===== src/rtl/pwm_duty_decoder_pkg.sv =====
// pwm_duty_decoder_pkg
//   Shared definitions for the PWM duty decoder: FSM state encoding, divider
//   latency and the counter saturation value.
package pwm_duty_decoder_pkg;

  typedef enum logic [1:0] {
    StWaitEdge = 2'd0,
    StMeasure  = 2'd1,
    StDivide   = 2'd2,
    StStuck    = 2'd3
  } state_e;

  // Cycles from the rise cycle to the valid pulse for a duty resolution of b bits.
  function automatic int unsigned div_lat(input int unsigned b);
    return b + 32'd2;
  endfunction

  // Largest value of a w-bit counter.
  function automatic int unsigned sat_val(input int unsigned w);
    return (w >= 32'd32) ? 32'hFFFF_FFFF : ((32'd1 << w) - 32'd1);
  endfunction

  localparam int unsigned DefaultB      = 5;
  localparam int unsigned DefaultDivLat = div_lat(DefaultB);

endpackage


===== src/rtl/pwm_duty_decoder_duty_divider.sv =====
// pwm_duty_decoder_duty_divider
//   Sequential restoring divider producing a (B+1)-bit quotient, MSB first, one
//   bit per cycle. The caller guarantees dividend < divisor * 2^(B+1), so only
//   the top CNT_W-1 dividend bits seed the remainder.
// Ports:
//   Clk, sys_rst   clock, synchronous active-high reset
//   start          load dividend/divisor and begin (ignored while abort)
//   dividend       CNT_W+B bits
//   divisor        CNT_W bits, never 0
//   abort          drop the division in flight
//   quotient       B+1 bits, valid while done is high
//   done           one-cycle pulse on the final iteration
module pwm_duty_decoder_duty_divider import pwm_duty_decoder_pkg::*; #(
  parameter int unsigned CNT_W = 16,
  parameter int unsigned B     = 5
) (
  input  logic               Clk,
  input  logic               sys_rst,
  input  logic               start,
  input  logic [CNT_W+B-1:0] dividend,
  input  logic [CNT_W-1:0]   divisor,
  input  logic               abort,
  output logic [B:0]         quotient,
  output logic               done
);

  localparam int unsigned Iters = div_lat(B) - 1;
  localparam int unsigned CntW  = $clog2(Iters + 1);

  logic             r_busy;
  logic [CntW-1:0]  r_cnt;
  logic [CNT_W-1:0] r_rem;
  logic [B:0]       r_bits;
  logic [B-1:0]     r_q;
  logic [CNT_W-1:0] r_dvs;

  logic [CNT_W:0]   w_trial;
  logic [CNT_W:0]   w_diff;
  logic             w_ge;
  logic [CNT_W-1:0] w_next_rem;

  // trial < 2*divisor, so the sign of trial-divisor lands in the top bit.
  always_comb begin
    w_trial    = {r_rem, r_bits[B]};
    w_diff     = w_trial - {1'b0, r_dvs};
    w_ge       = ~w_diff[CNT_W];
    w_next_rem = w_ge ? w_diff[CNT_W-1:0] : w_trial[CNT_W-1:0];
  end

  assign done     = r_busy && (r_cnt == CntW'(1));
  assign quotient = {r_q, w_ge};

  always_ff @(posedge Clk) begin
    if (sys_rst) begin
      r_busy <= 1'b0;
      r_cnt  <= '0;
      r_rem  <= '0;
      r_bits <= '0;
      r_q    <= '0;
      r_dvs  <= '0;
    end else if (abort) begin
      r_busy <= 1'b0;
    end else if (start) begin
      r_busy <= 1'b1;
      r_cnt  <= CntW'(Iters);
      r_rem  <= {1'b0, dividend[CNT_W+B-1:B+1]};
      r_bits <= dividend[B:0];
      r_q    <= '0;
      r_dvs  <= divisor;
    end else if (r_busy) begin
      r_rem  <= w_next_rem;
      r_bits <= {r_bits[B-1:0], 1'b0};
      r_q    <= B'({r_q, w_ge});
      r_cnt  <= r_cnt - CntW'(1);
      if (r_cnt == CntW'(1)) begin
        r_busy <= 1'b0;
      end
    end
  end

endmodule


===== src/rtl/pwm_duty_decoder.sv =====
// pwm_duty_decoder
//   Measures period and high time of an asynchronous PWM line and converts
//   them to a duty value floor(high*2^B/period) on a 0..2^B scale. Flags a
//   line that stops toggling via counter saturation.
// Ports:
//   Clk, sys_rst   clock, synchronous active-high reset
//   pwm_in         asynchronous PWM line
//   period_cnt     last complete period in cycles (CNT_W)
//   high_cnt       high cycles within that period (CNT_W)
//   duty           scaled duty, 2^B = 100 % (B+1)
//   valid          one-cycle pulse when the outputs above update
//   stuck          line has not toggled for 2^CNT_W-1 cycles
//   stuck_level    line level while stuck
//   overrun        sticky: a rise arrived while the divider was busy
module pwm_duty_decoder import pwm_duty_decoder_pkg::*; #(
  parameter int unsigned CNT_W       = 16,
  parameter int unsigned B           = 5,
  parameter int unsigned SYNC_STAGES = 2
) (
  input  logic             Clk,
  input  logic             sys_rst,
  input  logic             pwm_in,
  output logic [CNT_W-1:0] period_cnt,
  output logic [CNT_W-1:0] high_cnt,
  output logic [B:0]       duty,
  output logic             valid,
  output logic             stuck,
  output logic             stuck_level,
  output logic             overrun
);

  localparam logic [CNT_W-1:0] Sat      = CNT_W'(sat_val(CNT_W));
  localparam logic [B:0]       DutyFull = {1'b1, {B{1'b0}}};

  // Input synchroniser and rising-edge detect.
  logic [SYNC_STAGES-1:0] r_sync;
  logic                   r_lvl_d;
  logic                   w_lvl;
  logic                   w_rise;

  assign w_lvl  = r_sync[SYNC_STAGES-1];
  assign w_rise = w_lvl & ~r_lvl_d;

  always_ff @(posedge Clk) begin
    if (sys_rst) begin
      r_sync  <= '0;
      r_lvl_d <= 1'b0;
    end else begin
      r_sync  <= {r_sync[SYNC_STAGES-2:0], pwm_in};
      r_lvl_d <= w_lvl;
    end
  end

  // Period and high-time counters; both stick at Sat rather than wrap.
  logic [CNT_W-1:0] r_per_ctr;
  logic [CNT_W-1:0] r_hi_ctr;
  logic             w_sat;

  assign w_sat = (r_per_ctr == Sat);

  always_ff @(posedge Clk) begin
    if (sys_rst) begin
      r_per_ctr <= '0;
      r_hi_ctr  <= '0;
    end else if (w_rise) begin
      r_per_ctr <= CNT_W'(1);
      r_hi_ctr  <= CNT_W'(1);
    end else begin
      if (!w_sat) begin
        r_per_ctr <= r_per_ctr + CNT_W'(1);
      end
      if (w_lvl && (r_hi_ctr != Sat)) begin
        r_hi_ctr <= r_hi_ctr + CNT_W'(1);
      end
    end
  end

  // FSM and registered outputs.
  state_e           r_state;
  logic [CNT_W-1:0] r_period;
  logic [CNT_W-1:0] r_high;
  logic [B:0]       r_duty;
  logic             r_valid;
  logic             r_stuck;
  logic             r_stuck_lvl;
  logic             r_overrun;

  logic             w_go_stuck;
  logic             w_start;
  logic             w_abort;
  logic [B:0]       w_quotient;
  logic             w_div_done;

  // Saturation wins over everything except an already-stuck line.
  assign w_go_stuck = w_sat && (r_state != StStuck);
  assign w_start    = (r_state == StMeasure) && w_rise && !w_go_stuck;
  assign w_abort    = (r_state == StDivide) && w_go_stuck;

  pwm_duty_decoder_duty_divider #(
    .CNT_W (CNT_W),
    .B     (B)
  ) u_duty_divider (
    .Clk      (Clk),
    .sys_rst  (sys_rst),
    .start    (w_start),
    .dividend ({r_hi_ctr, {B{1'b0}}}),
    .divisor  (r_per_ctr),
    .abort    (w_abort),
    .quotient (w_quotient),
    .done     (w_div_done)
  );

  always_ff @(posedge Clk) begin
    if (sys_rst) begin
      r_state     <= StWaitEdge;
      r_period    <= '0;
      r_high      <= '0;
      r_duty      <= '0;
      r_valid     <= 1'b0;
      r_stuck     <= 1'b0;
      r_stuck_lvl <= 1'b0;
      r_overrun   <= 1'b0;
    end else begin
      r_valid <= 1'b0;
      if (w_go_stuck) begin
        r_state     <= StStuck;
        r_stuck     <= 1'b1;
        r_stuck_lvl <= w_lvl;
        r_duty      <= w_lvl ? DutyFull : '0;
        r_period    <= Sat;
        r_high      <= Sat;
        r_valid     <= 1'b1;
      end else begin
        unique case (r_state)
          StWaitEdge: begin
            // First period after reset is incomplete, so it is not reported.
            if (w_rise) r_state <= StMeasure;
          end
          StMeasure: begin
            if (w_rise) begin
              r_period <= r_per_ctr;
              r_high   <= r_hi_ctr;
              r_state  <= StDivide;
            end
          end
          StDivide: begin
            if (w_rise) r_overrun <= 1'b1;
            if (w_div_done) begin
              r_duty  <= w_quotient;
              r_valid <= 1'b1;
              r_state <= StMeasure;
            end
          end
          StStuck: begin
            if (w_rise) begin
              r_stuck     <= 1'b0;
              r_stuck_lvl <= 1'b0;
              r_state     <= StMeasure;
            end
          end
          default: r_state <= StWaitEdge;
        endcase
      end
    end
  end

  assign period_cnt  = r_period;
  assign high_cnt    = r_high;
  assign duty        = r_duty;
  assign valid       = r_valid;
  assign stuck       = r_stuck;
  assign stuck_level = r_stuck_lvl;
  assign overrun     = r_overrun;

endmodule


===== config.mk =====
export PLATFORM = sky130hd
export DESIGN_NAME = pwm_duty_decoder
export DESIGN_NICKNAME = d
export VERILOG_FILES = /design/src/rtl/pwm_duty_decoder_pkg.sv /design/src/rtl/pwm_duty_decoder_duty_divider.sv /design/src/rtl/pwm_duty_decoder.sv
export SDC_FILE = /design/constraint.sdc
export NUM_CORES = 1
export LEC_CHECK = 0
export CELL_PAD_IN_SITES_DETAIL_PLACEMENT = 0
export CELL_PAD_IN_SITES_GLOBAL_PLACEMENT = 2
export CORE_MARGIN = 2
export CORE_UTILIZATION = 35
export DETAILED_ROUTE_END_ITERATION = 8
export GPL_ROUTABILITY_DRIVEN = 0
export PLACE_DENSITY_LB_ADDON = 0.1
export SLEW_MARGIN = 15
export SYNTH_ARGS = -nofsm -noshare
export SYNTH_HDL_FRONTEND = slang
export SYNTH_SLANG_ARGS = --single-unit

===== constraint.sdc =====
create_clock -name Clk -period 3.5 [get_ports Clk]
set_input_delay 0.7 -clock Clk [delete_from_list [all_inputs] [get_ports Clk]]
set_output_delay 0.7 -clock Clk [all_outputs]
set_load 0.05 [all_outputs]

==> results of run 1 <==
power breakdown:
part,switching [mW],total (mW),internal [mW]
combinational,0.226,0.379,0.153
sequential,0.0288,1.43,1.40
clock,0.642,1.73,1.08
total,0.897,3.54,2.64
layout by cell type (no fill, tap or decap), drive strengths merged, types with 9 or more instances in the layout:
| cell | instances |
|---|---|
| a31oi | 36 |
| nand3 | 20 |
| nor3 | 19 |
| ha | 23 |
| a22oi | 13 |
| a21oi | 42 |
| nand2 | 131 |
| mux2i | 20 |
| nor2 | 56 |
| xor2 | 19 |
| clkbuf | 21 |
| buf | 9 |
| o22ai | 12 |
| clkdlybuf4s50 | 43 |
| dfxtp | 121 |
| xnor2 | 19 |
| inv | 30 |
final cells by class:
type                       count  area [um2]
timing repair buffer          52       503.0
sequential                   121        2422
fill                        1655        9438
tap                          220       275.3
clock buffer                  21       460.4
clock inverter                11       121.4
inverter                      29       108.9
multi-input combinational    509        3137
flip-flops by register name (all words and copies together), names as in the netlist:
signal	flops
overrun	1
stuck_level	1
u_duty_divider.r_dvs	16
valid	1
r_sync	2
r_per_ctr	16
duty	6
u_duty_divider.r_bits	1
u_duty_divider.r_cnt	3
stuck	1
u_duty_divider.r_q	5
r_state	2
period_cnt	16
u_duty_divider.r_busy	1
r_hi_ctr	16
r_lvl_d	1
high_cnt	16
u_duty_divider.r_rem	16
worst register-to-register path: stages (launching register included):
cell and delay [ps]:
dfxtp_1 330, inv_1 50, ha_1 340, nor2b_1 170, o2111ai_2 220, a31oi_1 200
or2_4 290, o311ai_4 630, buf_8 240, nor4bb_1 310, a2111oi_2 80
cell families (layout without fill, tap and decap cells):
group                    Yosys count  count (layout)  share of synthesized area [%]
flip-flops                       121             121                          41.46
XOR/XNOR                          38              38                          5.697
AND/OR/NAND/NOR                  278             278                          22.15
adder cells (fa/ha/maj)           24              24                          5.269
multiplexers                      23              23                          4.005
AO/OA/AOI/OAI                    146             146                          16.53
buffers and inverters             69             113                          4.883
worst paths after layout:
check	start	end	slack, ps	cells past startpoint
worst min register to register	r_sync[0]$_SDFF_PP0_	r_sync[1]$_SDFF_PP0_	440	1
worst max-delay path	u_duty_divider.r_dvs[2]$_SDFFE_PP0P_	u_duty_divider.r_rem[15]$_SDFFE_PP0P_	490	10
worst min-delay path	r_sync[0]$_SDFF_PP0_	r_sync[1]$_SDFF_PP0_	440	1
worst max register to register	u_duty_divider.r_dvs[2]$_SDFFE_PP0P_	u_duty_divider.r_rem[15]$_SDFFE_PP0P_	490	10
metrics by stage:
step	worst slack (ps)	utilization, %	total power, mW	cell area [um2]
after floorplan	981.7	-	1.757	5842
after global placement	349.9	39.06	1.825	6431
after detailed placement	278.3	39.06	1.828	6431
after CTS	252.8	42.59	3.559	7013
after global routing	303.5	42.68	3.680	7028
final	493.0	42.68	3.537	7028
layer usage:
layer / vias up / track usage [%] / wire length, um
li1: 2513 / - / -
met1: 2418 / 27.21 / 8313
met2: 92 / 26.74 / 6701
met3: 20 / 3.653 / 558
met4: 0 / 7.270 / 279
met5: - / 0 / 0
==> out/qor.csv, run 1 <==
stage,metric,value,unit
global_routing,grt_usage,18.56,%
cts,cts_root_buf,clkbuf_16,
die,initial_core_util,35.48,%
drt,vias_per_cell,5.237,
synthesis,synth_top_area_share,41.46,%
cts,hold_buffers,0,
setup_path,crit_path_end_kind,flop,
layout,drive_gt1_share,7.537,%
setup_path,crit_family,compound AO/OA/AOI/OAI gates,
synthesis,ys_seq_elements,121,
synthesis,synthDistinctLibCells,63,
setup_path,cp.required,3770,ps
cts,clkTransAtPathRegs,60,ps
synthesis,synth.yosys.seq_area_share,41.46,%
timing,period_needed,3007,ps
synthesis,netlist_top_cells_area,"dfxtp_1 (41%), nand2_1 (8.3%), ha_1 (4.9%), a31oi_1 (3.9%), nor2_1 (3.5%)",
synthesis,syn_area_per_cell,8.357,um2
timing,fmax,332.6,MHz
drt,drt_wl_total,15850,um
worst_hold_path,hold_path.class,flop to flop,
synthesis,synth.net_count,726,
timing,slew_viol_final,0,
power,ir_drop,0.3241,mV
synthesis,syn-cell-area,5842,um2
die,pin_count,45,
setup_path,path_class,flop to flop,
timing,whs,442.2,ps
drt,avgRoutedWirePerCell,16.46,um
synthesis,synthArstFlopShare,0,%
drt,dr.pass1.iters,5,
setup_path,worst_ep_arrival_time,3280,ps
layout,layout.nets,757,
timing,period_share,85.91,%
timing,grt_setup_unrepaired,no,
timing,finClkSkew,13.60,ps
placed_design,port_buffers,44,
drt,drc_errors,0,
synthesis,synthCells,699,
cts,cts_resized,0,
synthesis,yosys_warnings,0,
setup_path,critPathMaxStageDelay,620,ps
timing,finalHoldViolCount,0,
power,power.leakage,2.517,nW
setup_path,cp-start-kind,flop,
cts,clkSinkCount,121,
global_routing,grt_overflow,0,
placed_design,dpl.cell_count,930,
drt,num_vias,5043,
die,die_width,133.2,um
setup_path,path_cells,"inv_1, ha_1, nor2b_1, o2111ai_2, a31oi_1, or2_4, o311ai_4, buf_8, nor4bb_1, a2111oi_2",
job,drv_cap,0,
global_routing,antenna_found_initial,0,
die,die-area,17740,um2
power,power_per_cell_area,503.3,nW/um2
layout,syn_to_final_growth,20.30,%
synthesis,synthTopCellsByCount,"nand2_1 (129), dfxtp_1 (121), nor2_1 (55)",
timing,slew_headroom,41.41,%
synthesis,synth_flop_cell,dfxtp_1,
cts,cts_tree,yes,
die,core.rowCount,47,
drt,drt_iter0_drc,272,
die,die_h,133.2,um
setup_path,path_buf_inv,2,
synthesis,yosysMostFrequentCell,nand2_1,
timing,tightest_slew,878.9,ps
cts,postCtsSetupBuffers,0,
cts,cts_max_path_buffers,2,
timing,setup_viol,0,
drt,ant_nets,0,
cts,htreeDepth,4,
global_routing,grt_pass1_vias,4740,
setup_path,cp_slowest_cell,o311ai_4,
synthesis,synth_edf_count,0,
timing,finalSetupTns,0,ps
layout,antennaDiodeCount,0,
placed_design,post-dp-hpwl,10900,um
synthesis,synth_top_area_cell,dfxtp_1,
cts,insertion_delay,420,ps
status,status,"complete, no violations",
cts,cts_made_buffers,17,
layout,finalNonFillerCells,963,
global_routing,grt_pass1_wl,26050,um
global_routing,grt_max_degree,82,
die,coreArea,16470,um2
setup_path,cp_max_fo,13,
(Power assumes the default switching activity.)
==> run 2, diff against run 1 <==
--- a/config.mk
+++ b/config.mk
@@ -5,12 +5,14 @@
 export SDC_FILE = /design/constraint.sdc
 export NUM_CORES = 1
 export LEC_CHECK = 0
+export CAP_MARGIN = 25
 export CELL_PAD_IN_SITES_DETAIL_PLACEMENT = 0
 export CELL_PAD_IN_SITES_GLOBAL_PLACEMENT = 2
 export CORE_MARGIN = 2
 export CORE_UTILIZATION = 35
 export DETAILED_ROUTE_END_ITERATION = 8
 export GPL_ROUTABILITY_DRIVEN = 0
+export HOLD_SLACK_MARGIN = 0.08
 export PLACE_DENSITY_LB_ADDON = 0.1
 export SLEW_MARGIN = 15
 export SYNTH_ARGS = -nofsm -noshare
==> run 2 against run 1 <==
  * Flip-flop and latch count stayed put
  * Critical path depth stayed put
  * Sequential share of layout area is 0.22 points lower
  * Worst hold slack hardly changed
  * First-iteration DRC count is 5.9% higher
  * Power is 4.2% higher
  * Fmax is 2.7% lower
  * Sequential power hardly changed
  * Clock-buffer cell count is 1 higher
==> out/qor.csv, run 2 (synthesis results as in run 1) <==
stage,metric,value,unit,change
status,status,"complete, no violations",,
timing,grt_setup_unrepaired,no,,
global_routing,grt_pass1_wl,26250,um,+0.77%
layout,final_common_cell,nand2_1,,
layout,layout.nets,757,,unchanged
power,power.leakage,2.533,nW,+0.64%
timing,tightest_slew,905.4,ps,+26.49 ps
timing,finalSetupTns,0,ps,unchanged
die,initial_core_util,35.48,%,unchanged
drt,drt_iter0_drc,288,,+5.9%
drt,ant_nets,0,,unchanged
power,power_per_cell_area,520.9,nW/um2,+3.5%
timing,finClkSkew,10.64,ps,-2.963 ps
setup_path,cp_max_fo,13,,unchanged
layout,drive_gt1_share,7.402,%,-0.13 points
power,comb_power_share,10.1,%,-0.6 points
timing,setup_viol,0,,unchanged
drt,avgRoutedWirePerCell,16.49,um,+0.19%
cts,cts_tree,yes,,
drt,num_vias,5060,,+0.34%
global_routing,grt_usage,18.64,%,+0.078 points
global_routing,grt_pass1_vias,4780,,+0.84%
cts,cts_root_buf,clkbuf_16,,
power,seqPwrFrac,38.9,%,-1.6 points
die,core.rowCount,47,,unchanged
placed_design,place_area,6442,um2,+0.18%
layout,antennaDiodeCount,0,,unchanged
job,drv_cap,0,,unchanged
drt,drc_errors,0,,unchanged
cts,cts_made_buffers,17,,unchanged
drt,vias_per_cell,5.254,,+0.34%
timing,slew_headroom,39.64,%,-1.8 points
cts,cts_max_path_buffers,2,,unchanged
setup_path,path_class,flop to flop,,
die,coreArea,16470,um2,unchanged
global_routing,antenna_found_initial,0,,unchanged
power,intPower,2.786,mW,+5.5%
placed_design,post-dp-hpwl,11020,um,+1.1%
power,p_sw,0.8984,mW,+0.20%
cts,insertion_delay,420,ps,about the same
global_routing,grt_max_degree,82,,unchanged
cts,htreeDepth,4,,unchanged
setup_path,cp-start-kind,flop,,
power,sw_frac_of_total,24.38,%,-0.96 points
power,ir_drop,0.3227,mV,-0.43%
layout,final_cell_mix,"nand2_1 (129), dfxtp_1 (121), nor2_1 (54), clkdlybuf4s50_1 (43), a21oi_1 (41)",,
timing,finalHoldViolCount,0,,unchanged
layout,syn_to_final_growth,21.08,%,
cts,cts_resized,0,,unchanged
global_routing,grt_overflow,0,,unchanged
setup_path,crit_path_end_kind,flop,,
timing,fmax,323.7,MHz,-2.7%
cts,clkSinkCount,121,,unchanged
layout,final_area,7073,um2,+0.64%
setup_path,cp.required,3830,ps,+60 ps
cts,postCtsSetupBuffers,0,,unchanged
setup_path,worst_ep_arrival_time,3420,ps,+140 ps
timing,slew_viol_final,0,,unchanged
die,pin_count,45,,unchanged
placed_design,port_buffers,44,,unchanged
timing,period_needed,3089,ps,+82.12 ps
die,die_width,133.2,um,unchanged
drt,drt_wl_total,15880,um,+0.19%
drt,dr.pass1.iters,5,,unchanged
power,pwr-share-clk,51.0,%,+2.2 points
die,die-area,17740,um2,unchanged
timing,period_share,88.26,%,+2.3 points
layout,fillers,1672,,+1.0%
cts,hold_buffers,0,,unchanged
die,die_h,133.2,um,unchanged
cts,clkTransAtPathRegs,60,ps,about the same
worst_hold_path,hold_path.class,flop to flop,,
layout,finish.utilization,42.96,%,+0.27 points
[run 2: cell count changes in the layout (fill, tap and decap cells not counted), sizes merged]
cell / delta
clkbuf: +1
clkinv: -3
bufinv: +2
[run 2: cell type report]
type	count	area (um2)	share of cell area, %
Clock inverter	10	166.4	2.353
Inverter	29	108.9	1.539
Timing Repair Buffer	52	499.2	7.058
Multi-Input combinational cell	509	3137	44.35
Tap cell	220	275.3	3.892
Clock buffer	22	464.2	6.563
Sequential cell	121	2422	34.25
[run 2: path summary, 6_finish.rpt]
kind / startpoint / endpoint / slack, ps / cells past startpoint
worst max-delay path: u_duty_divider.r_dvs[2]$_SDFFE_PP0P_ / u_duty_divider.r_rem[0]$_SDFFE_PP0P_ / 410 / 10
worst min-delay path: r_sync[0]$_SDFF_PP0_ / r_sync[1]$_SDFF_PP0_ / 440 / 1
worst max register to register: u_duty_divider.r_dvs[2]$_SDFFE_PP0P_ / u_duty_divider.r_rem[0]$_SDFFE_PP0P_ / 410 / 10
worst min register to register: r_sync[0]$_SDFF_PP0_ / r_sync[1]$_SDFF_PP0_ / 440 / 1
[run 2: metal layers]
layer	global-route usage, %	up-vias	part of all wire (%)
met4	6.974	0	2.2
met1	27.10	2428	52
met3	3.691	22	3.0
met5	0	-	0
met2	27.26	95	42
li1	-	2515	-
[run 2: worst max-delay path, cell delays in order (launching register included)]
cell and delay (ps):
dfxtp_1 320, inv_1 50, ha_1 340, nor2b_1 180, o2111ai_2 220, a31oi_1 200, or2_4 290, o311ai_4 690
buf_6 250, mux2_1 340, o22ai_1 120
[run 2: power groups by stage]
stage               Clock (mW)  Combinational [mW]  Sequential [mW]
finish                    1.88               0.373             1.43
global route              1.98               0.413             1.44
CTS                       1.91               0.376             1.43
detailed placement           0               0.375             1.46
global placement             0               0.364             1.46
floorplan                    0               0.295             1.46
[run 2: metrics by stage]
stage | hold WS, ps | worst slack [ps] | power, mW | std cells
floorplan | 413.8 | 981.7 | 1.757 | 699
global placement | 434.4 | 349.9 | 1.825 | 930
detailed placement | 434.8 | 414.1 | 1.837 | 931
CTS | 448.4 | 390.8 | 3.716 | 963
global route | 470.0 | 198.4 | 3.825 | 963
finish | 442.2 | 410.9 | 3.684 | 963
